### src/rtl/ddr_cmd_bus_arbiter.sv
// Round-robin, non-preemptive arbiter sharing the DDR4 fabric command bus, with a NOP gap between owners.
// Optional ARB_WATCHDOG_EN bounds ownership to MAX_HOLD cycles and raises a sticky timeout_err.
`ifndef ADDR_WIDTH
`define ADDR_WIDTH 17
`endif
`ifndef BANK_WIDTH
`define BANK_WIDTH 2
`endif
`ifndef BG_WIDTH
`define BG_WIDTH 2
`endif
`ifndef CS_WIDTH
`define CS_WIDTH 1
`endif
`ifndef CKE_WIDTH
`define CKE_WIDTH 1
`endif

module ddr_cmd_bus_arbiter #(
   parameter int NUM_REQ    = 3,
   parameter int GAP_CYCLES = 4,
   parameter int MAX_HOLD   = 4096
) (
   input  logic                                clk,
   input  logic                                rst,
   input  logic [NUM_REQ-1:0]                  req,
   input  logic [NUM_REQ-1:0]                  done,
   output logic [NUM_REQ-1:0]                  gnt,
   output logic                                busy,
   output logic [2:0]                          owner,
   input  logic [NUM_REQ*8-1:0]                req_ACT_n,
   input  logic [NUM_REQ*`ADDR_WIDTH*8-1:0]    req_ADR,
   input  logic [NUM_REQ*`BANK_WIDTH*8-1:0]    req_BA,
   input  logic [NUM_REQ*`BG_WIDTH*8-1:0]      req_BG,
   input  logic [NUM_REQ*`CS_WIDTH*8-1:0]      req_CS_n,
   input  logic [NUM_REQ*`CKE_WIDTH*8-1:0]     req_CKE,
   output logic [7:0]                          mc_ACT_n,
   output logic [`ADDR_WIDTH*8-1:0]            mc_ADR,
   output logic [`BANK_WIDTH*8-1:0]            mc_BA,
   output logic [`BG_WIDTH*8-1:0]              mc_BG,
   output logic [`CS_WIDTH*8-1:0]              mc_CS_n,
   output logic [`CKE_WIDTH*8-1:0]             mc_CKE,
   output logic                                timeout_err,
   output logic [1:0]                          dbg_state
);
   localparam int AW  = `ADDR_WIDTH * 8;
   localparam int BAW = `BANK_WIDTH * 8;
   localparam int BGW = `BG_WIDTH * 8;
   localparam int CSW = `CS_WIDTH * 8;
   localparam int CKW = `CKE_WIDTH * 8;

   // Handshake: a source holds req high for as long as it wants the bus; ownership starts
   // when its gnt bit rises and ends on the cycle it pulses done or drops req.
   typedef enum logic [1:0] {IDLE = 2'd0, OWN = 2'd1, GAP = 2'd2} state_t;

   state_t             state;
   logic [3:0]         gap_cnt;
   logic [2:0]         next_owner;
   logic               any_req;
   logic [2:0]         cand;
   logic [NUM_REQ-1:0] req_sh;
   logic [NUM_REQ-1:0] own_req_sh;
   logic [NUM_REQ-1:0] own_done_sh;
   logic               release_now;
   logic               wd_hit;

   assign dbg_state = state;

   // Round-robin search starting just after the last owner.
   always_comb begin
      next_owner = owner;
      any_req    = 1'b0;
      cand       = '0;
      req_sh     = '0;
      for (int i = 1; i <= NUM_REQ; i++) begin
         cand   = 3'((int'(owner) + i) % NUM_REQ);
         req_sh = req >> cand;
         if (!any_req && req_sh[0]) begin
            any_req    = 1'b1;
            next_owner = cand;
         end
      end
   end

   assign own_req_sh  = req >> owner;
   assign own_done_sh = done >> owner;
   assign release_now = own_done_sh[0] | ~own_req_sh[0] | wd_hit;

`ifdef ARB_WATCHDOG_EN
   logic [31:0] hold_cnt;

   assign wd_hit = (state == OWN) && (hold_cnt == 32'(MAX_HOLD - 1));

   always_ff @(posedge clk) begin
      if (rst) begin
         hold_cnt    <= '0;
         timeout_err <= 1'b0;
      end else begin
         hold_cnt <= (state == OWN) ? hold_cnt + 32'd1 : '0;
         if (wd_hit) timeout_err <= 1'b1;
      end
   end
`else
   assign wd_hit      = 1'b0;
   assign timeout_err = 1'b0;
`endif

   always_ff @(posedge clk) begin
      if (rst) begin
         state    <= IDLE;
         gnt      <= '0;
         busy     <= 1'b0;
         owner    <= 3'(NUM_REQ - 1);
         gap_cnt  <= '0;
         mc_ACT_n <= '1;
         mc_ADR   <= '1;
         mc_BA    <= '0;
         mc_BG    <= '0;
         mc_CS_n  <= '1;
         mc_CKE   <= '1;
      end else begin
         case (state)
            IDLE: begin
               mc_ACT_n <= '1;
               mc_ADR   <= '1;
               mc_BA    <= '0;
               mc_BG    <= '0;
               mc_CS_n  <= '1;
               if (any_req) begin
                  gnt   <= NUM_REQ'(1) << next_owner;
                  busy  <= 1'b1;
                  owner <= next_owner;
                  state <= OWN;
               end
            end
            OWN: begin
               mc_ACT_n <= req_ACT_n[int'(owner)*8 +: 8];
               mc_ADR   <= req_ADR[int'(owner)*AW +: AW];
               mc_BA    <= req_BA[int'(owner)*BAW +: BAW];
               mc_BG    <= req_BG[int'(owner)*BGW +: BGW];
               mc_CS_n  <= req_CS_n[int'(owner)*CSW +: CSW];
               // A watchdog release wakes the DRAM out of any self-refresh the owner left behind.
               mc_CKE   <= wd_hit ? '1 : req_CKE[int'(owner)*CKW +: CKW];
               if (release_now) begin
                  gnt  <= '0;
                  busy <= 1'b0;
                  if (GAP_CYCLES == 0) begin
                     state <= IDLE;
                  end else begin
                     state   <= GAP;
                     gap_cnt <= 4'(GAP_CYCLES);
                  end
               end
            end
            GAP: begin
               mc_ACT_n <= '1;
               mc_ADR   <= '1;
               mc_BA    <= '0;
               mc_BG    <= '0;
               mc_CS_n  <= '1;
               if (gap_cnt <= 4'd1) state <= IDLE;
               else gap_cnt <= gap_cnt - 4'd1;
            end
            default: state <= IDLE;
         endcase
      end
   end
endmodule
### config.mk
export PLATFORM = sky130hd
export DESIGN_NAME = ddr_cmd_bus_arbiter
export DESIGN_NICKNAME = d
export VERILOG_FILES = /design/src/rtl/ddr_cmd_bus_arbiter.sv
export SDC_FILE = /design/constraint.sdc
export NUM_CORES = 1
export LEC_CHECK = 0
export CORE_AREA = 4 4 302 304
export CTS_BUF_LIST = sky130_fd_sc_hd__clkbuf_4 sky130_fd_sc_hd__clkbuf_8
export CTS_CLUSTER_DIAMETER = 60
export DETAILED_ROUTE_END_ITERATION = 6
export DIE_AREA = 0 0 306 308
export GPL_TIMING_DRIVEN = 0
export SYNTH_ARGS = -nofsm -noshare
export SYNTH_HDL_FRONTEND = slang
export SYNTH_SLANG_ARGS = --single-unit
### constraint.sdc
create_clock -name clk -period 12.1 [get_ports clk]
set_input_delay 2.42 -clock clk [delete_from_list [all_inputs] [get_ports clk]]
set_output_delay 2.42 -clock clk [all_outputs]
set_load 0.005 [all_outputs]
==> metrics.md <==
| Metric | Value |
|---|---|
| Post-Layout Cell Count | `3,364` |
| Mean Syn Cell Area | `8.667 sq um` |
| Storage cell area | `4104 sq um` |
| Worst reg2reg path depth | `21` |
| DR vias | `14,290` |
| Highest Signal Layer | `met5` |
| Hold Path Depth | `2` |
| Register area share after synthesis | `35.23%` |
| CTS tree | `yes` |
| Synth cell types | `66` |
| Crit path max fanout | `10` |
| Clock transition at path regs | `60 ps` |
| Multi-input logic area | `6955 sq um` |
| Pin count of the biggest net entering global routing | `13` |
| R2r endpoint | `gnt[1]$_SDFFE_PP0P_` |
| Number of H-tree levels | `2` |
| Clock Root Buffer | `clkbuf_8` |
| Post-synth net total | `1,949` |
| Vias/cell | `4.248` |
| Worst-Margin Slew | `1384 ps` |
| Sum of negative setup slack | `0 ps` |
| FF-to-FF setup slack | `6460 ps` |
| CTS max path bufs | `3` |
| Min cycle time layout | `5638 ps` |
| Required @ worst endpoint | `12,630 ps` |
| Inst Count DP | `3,292` |
| Vias in the first global route | `14,760` |
| Setup violators final | `0` |
| Post-CTS resize count | `0` |
| Ranking of synthesized cells by area | `dfxtp_1 (35%), mux2i_1 (17%), a221o_1 (14%)` |
| Area Growth Syn to Fin | `87.31%` |
| Syn. warnings | `0` |
| Starting DRT DRC Count | `778` |
| # DRC | `0` |
| HPWL after DPL | `67.68 mm` |
| Clk_lat worst skew | `610 ps` |
| Synthesis-stage register bit count | `205` |
| Adder-cell area share of the yosys netlist | `2.256%` |
| Final critical-path share of the clock period | `46.60%` |
| Slew Limit Fails | `0` |
| GPL Wtd Cong | `0.9050` |
| GRT Overall Usage | `15.91%` |
| Mux cell area share after synthesis | `17.01%` |
| Die width | `306 um` |
| Type of origin of the critical path | `register` |
| M1 wire length | `31.38 mm` |
| Slew headroom | `7.387%` |
| Routed wl met3 | `7.299 mm` |
| DR WL met2 | `39.10 mm` |
| Max-Cap Viols | `0` |
| Row cnt | `109` |
| Hold_sp | `busy$_SDFFE_PP0P_` |
| Mean routed wirelength per cell | `23.86 um` |
| Crit path DAT | `6170 ps` |
| Fillers | `9,744` |
| Final ANT Viol Nets | `0` |
| Post-synth top area cell | `dfxtp_1` |
| Worst reg2reg startpoint | `owner[1]$_SDFFE_PP1P_` |
| Post-synthesis compound-gate area fraction | `28.61%` |
| Worst Slack Setup Final | `6462 ps` |
| Core Area | `88,240 sq um` |
| GRT overflow | `0` |
| Share of the synthesized area in the top cell type | `35.23%` |
| HP Class | `register to register` |
| IO Count | `786` |
| Xor/xnor cell area share of the yosys netlist | `0.7519%` |
| Ratio of cells with drive above 1 in the final layout | `4.328%` |
| Worst Hold Path EP | `busy$_SDFFE_PP0P_` |
| DP Worst Slack | `6394 ps` |
| Starting density of the core | `13.20%` |
| Clk_skew | `22.81 ps` |
| Largest family of logic cells by synthesized area | `compound AO/OA/AOI/OAI gates` |
| Post-Syn Area | `11,650 sq um` |
| RSZ-0062 raised after global routing | `no` |
| Pwr/cell area | `164.2 nW/um^2` |
| Mapped Cells | `1,344` |
| Final instance area | `21,820 sq um` |
| EDFF count, synth | `0` |
| Max IR drop VDD | `0.00008047 V` |
| P_leak | `0.008418 uW` |
| Setup Buffers After CTS | `0` |
| FMAX | `0.1774 GHz` |
| Total Wirelength | `80.27 mm` |
| Post-synth top flop | `dfxtp_1` |
| Drt pass-1 iters | `5` |
| Post-synth ARST share | `0%` |
| CP Class | `register to register` |
| Hold-fix buffers, CTS | `0` |
| Outcome | `completed` |
| Placed inst area | `20,950 sq um` |
| First-pass GRT wire length | `108.0 mm` |
| Clock buffer count from CTS | `42` |
| IO Port Bufs | `783` |
| Setup crit end kind | `register` |
| Die Area | `94,250 sq um` |
| Layout Nets | `2,776` |
| Initial antenna violation count | `16` |
| Synth Area in Simple Gates | `11.04%` |
| Clock Sinks | `205` |
| DIE HEIGHT | `308 um` |
| Hold Fails Final Rpt | `0` |
-- critical path, stage by stage (launching register included) --
cell and delay (ps):
dfxtp_1 570, clkbuf_1 700, inv_1 330, ha_1 300
a21oi_2 280, inv_2 130, nor2_1 110, ha_1 170
inv_1 120, o2111a_2 310, a31oi_4 190, xnor2_1 130
ha_1 250, a21oi_1 170, and2_1 180, nand2_1 150
o21ai_0 420, nand2_1 140, a311o_1 380, buf_6 150
a211o_1 250, a21oi_1 130
-- cell usage in the layout, fill, tap and decap left out, types with 4 or more instances in the layout --
master / synthesis / routed
o211ai_1: 5 / 5
nand2_1: 209 / 209
nand3_1: 6 / 6
a31oi_1: 4 / 4
dfxtp_1: 205 / 205
o21ai_0: 201 / 201
nor3_1: 6 / 6
clkinv_2: 0 / 5
diode_2: 0 / 4
nor2_1: 50 / 50
clkdlybuf4s50_1: 0 / 783
ha_1: 21 / 21
a21oi_1: 13 / 13
inv_2: 4 / 4
inv_1: 14 / 14
clkbuf_1: 117 / 115
clkbuf_4: 0 / 7
xnor2_1: 4 / 4
clkbuf_8: 0 / 49
and2_1: 5 / 5
a221o_1: 160 / 160
nor2b_1: 5 / 5
buf_1: 14 / 13
mux2i_1: 198 / 198
a22oi_1: 33 / 33
nand2b_1: 7 / 7
-- power by group --
group	total [uW]	switching, uW	internal (uW)
Sequential	911	93.9	817
Clock	781	348	433
Combinational	1890	1020	873
Total	3580	1460	2120
-- per-layer routing --
| layer | track usage [%] | vias to the layer above |
|---|---|---|
| li1 | - | 6706 |
| met1 | 18.16 | 6758 |
| met2 | 28.04 | 691 |
| met3 | 5.452 | 128 |
| met4 | 4.818 | 6 |
| met5 | 0 | - |
-- state kept, by name, summed over array words and instances (netlist names) --
register,flops
mc_ADR,136
mc_BA,16
mc_BG,16
mc_ACT_n,8
mc_CKE,8
mc_CS_n,8
gap_cnt,4
gnt,3
owner,3
dbg_state,2
busy,1
-- through the flow --
stage	util, %	power (uW)	hold WS, ps
3_5_place_dp	23.74	2835	446.3
4_1_cts	24.72	3641	454.6
2_1_floorplan	-	1861	444.8
5_1_grt	24.72	3814	501.2
6_report	24.73	3583	456.8
3_3_place_gp	23.74	2823	443.4
-- worst max path at each step --
stage                                          to                  start  slack, ps  depth (start not counted)
after floorplan               gnt[1]$_SDFFE_PP0P_  owner[0]$_SDFFE_PP0P_       7710                         16
after global placement    mc_CS_n[1]$_SDFFE_PP1P_                    rst       6200                          6
after detailed placement      gnt[1]$_SDFFE_PP0P_  owner[1]$_SDFFE_PP1P_       6390                         21
after CTS                     gnt[1]$_SDFFE_PP0P_  owner[1]$_SDFFE_PP1P_       6360                         21
after global routing          gnt[1]$_SDFFE_PP0P_  owner[1]$_SDFFE_PP1P_       5930                         21
final                         gnt[1]$_SDFFE_PP0P_  owner[1]$_SDFFE_PP1P_       6460                         21
-- layout make-up --
cell class,instances,share of cell area (%)
Buffer,134,2.408
Timing Repair Buffer,783,35.92
Inverter,18,0.3097
Sequential cell,205,18.81
Tap cell,1165,6.680
Antenna cell,4,0.04587
Clock inverter,12,0.6193
Multi-Input combinational cell,987,31.88
Clock buffer,56,3.332
-- synthesized netlist by cell type (3+ instances only) --
master      n
nor2b_1     5
clkbuf_1  117
nor3b_1     3
and2_1      5
nand2b_1    7
nand2_1   209
o211ai_1    5
inv_2       4
buf_1      14
nor2_1     50
a221o_1   160
mux2i_1   198
xnor2_1     4
o21a_1      3
nand3_1     6
ha_1       21
a21oi_1    13
inv_1      14
dfxtp_1   205
a22oi_1    33
nor3_1      6
o21ai_0   201
a31oi_1     4
-- cell families after synthesis --
logic type | Yosys count
AO/OA/AOI/OAI | 453
buffers and inverters | 152
other | 1
adder cells (fa/ha/maj) | 21
multiplexers | 198
AND/OR/NAND/NOR | 307
flip-flops | 205
XOR/XNOR | 7
Power figures use the tool's default switching activity.
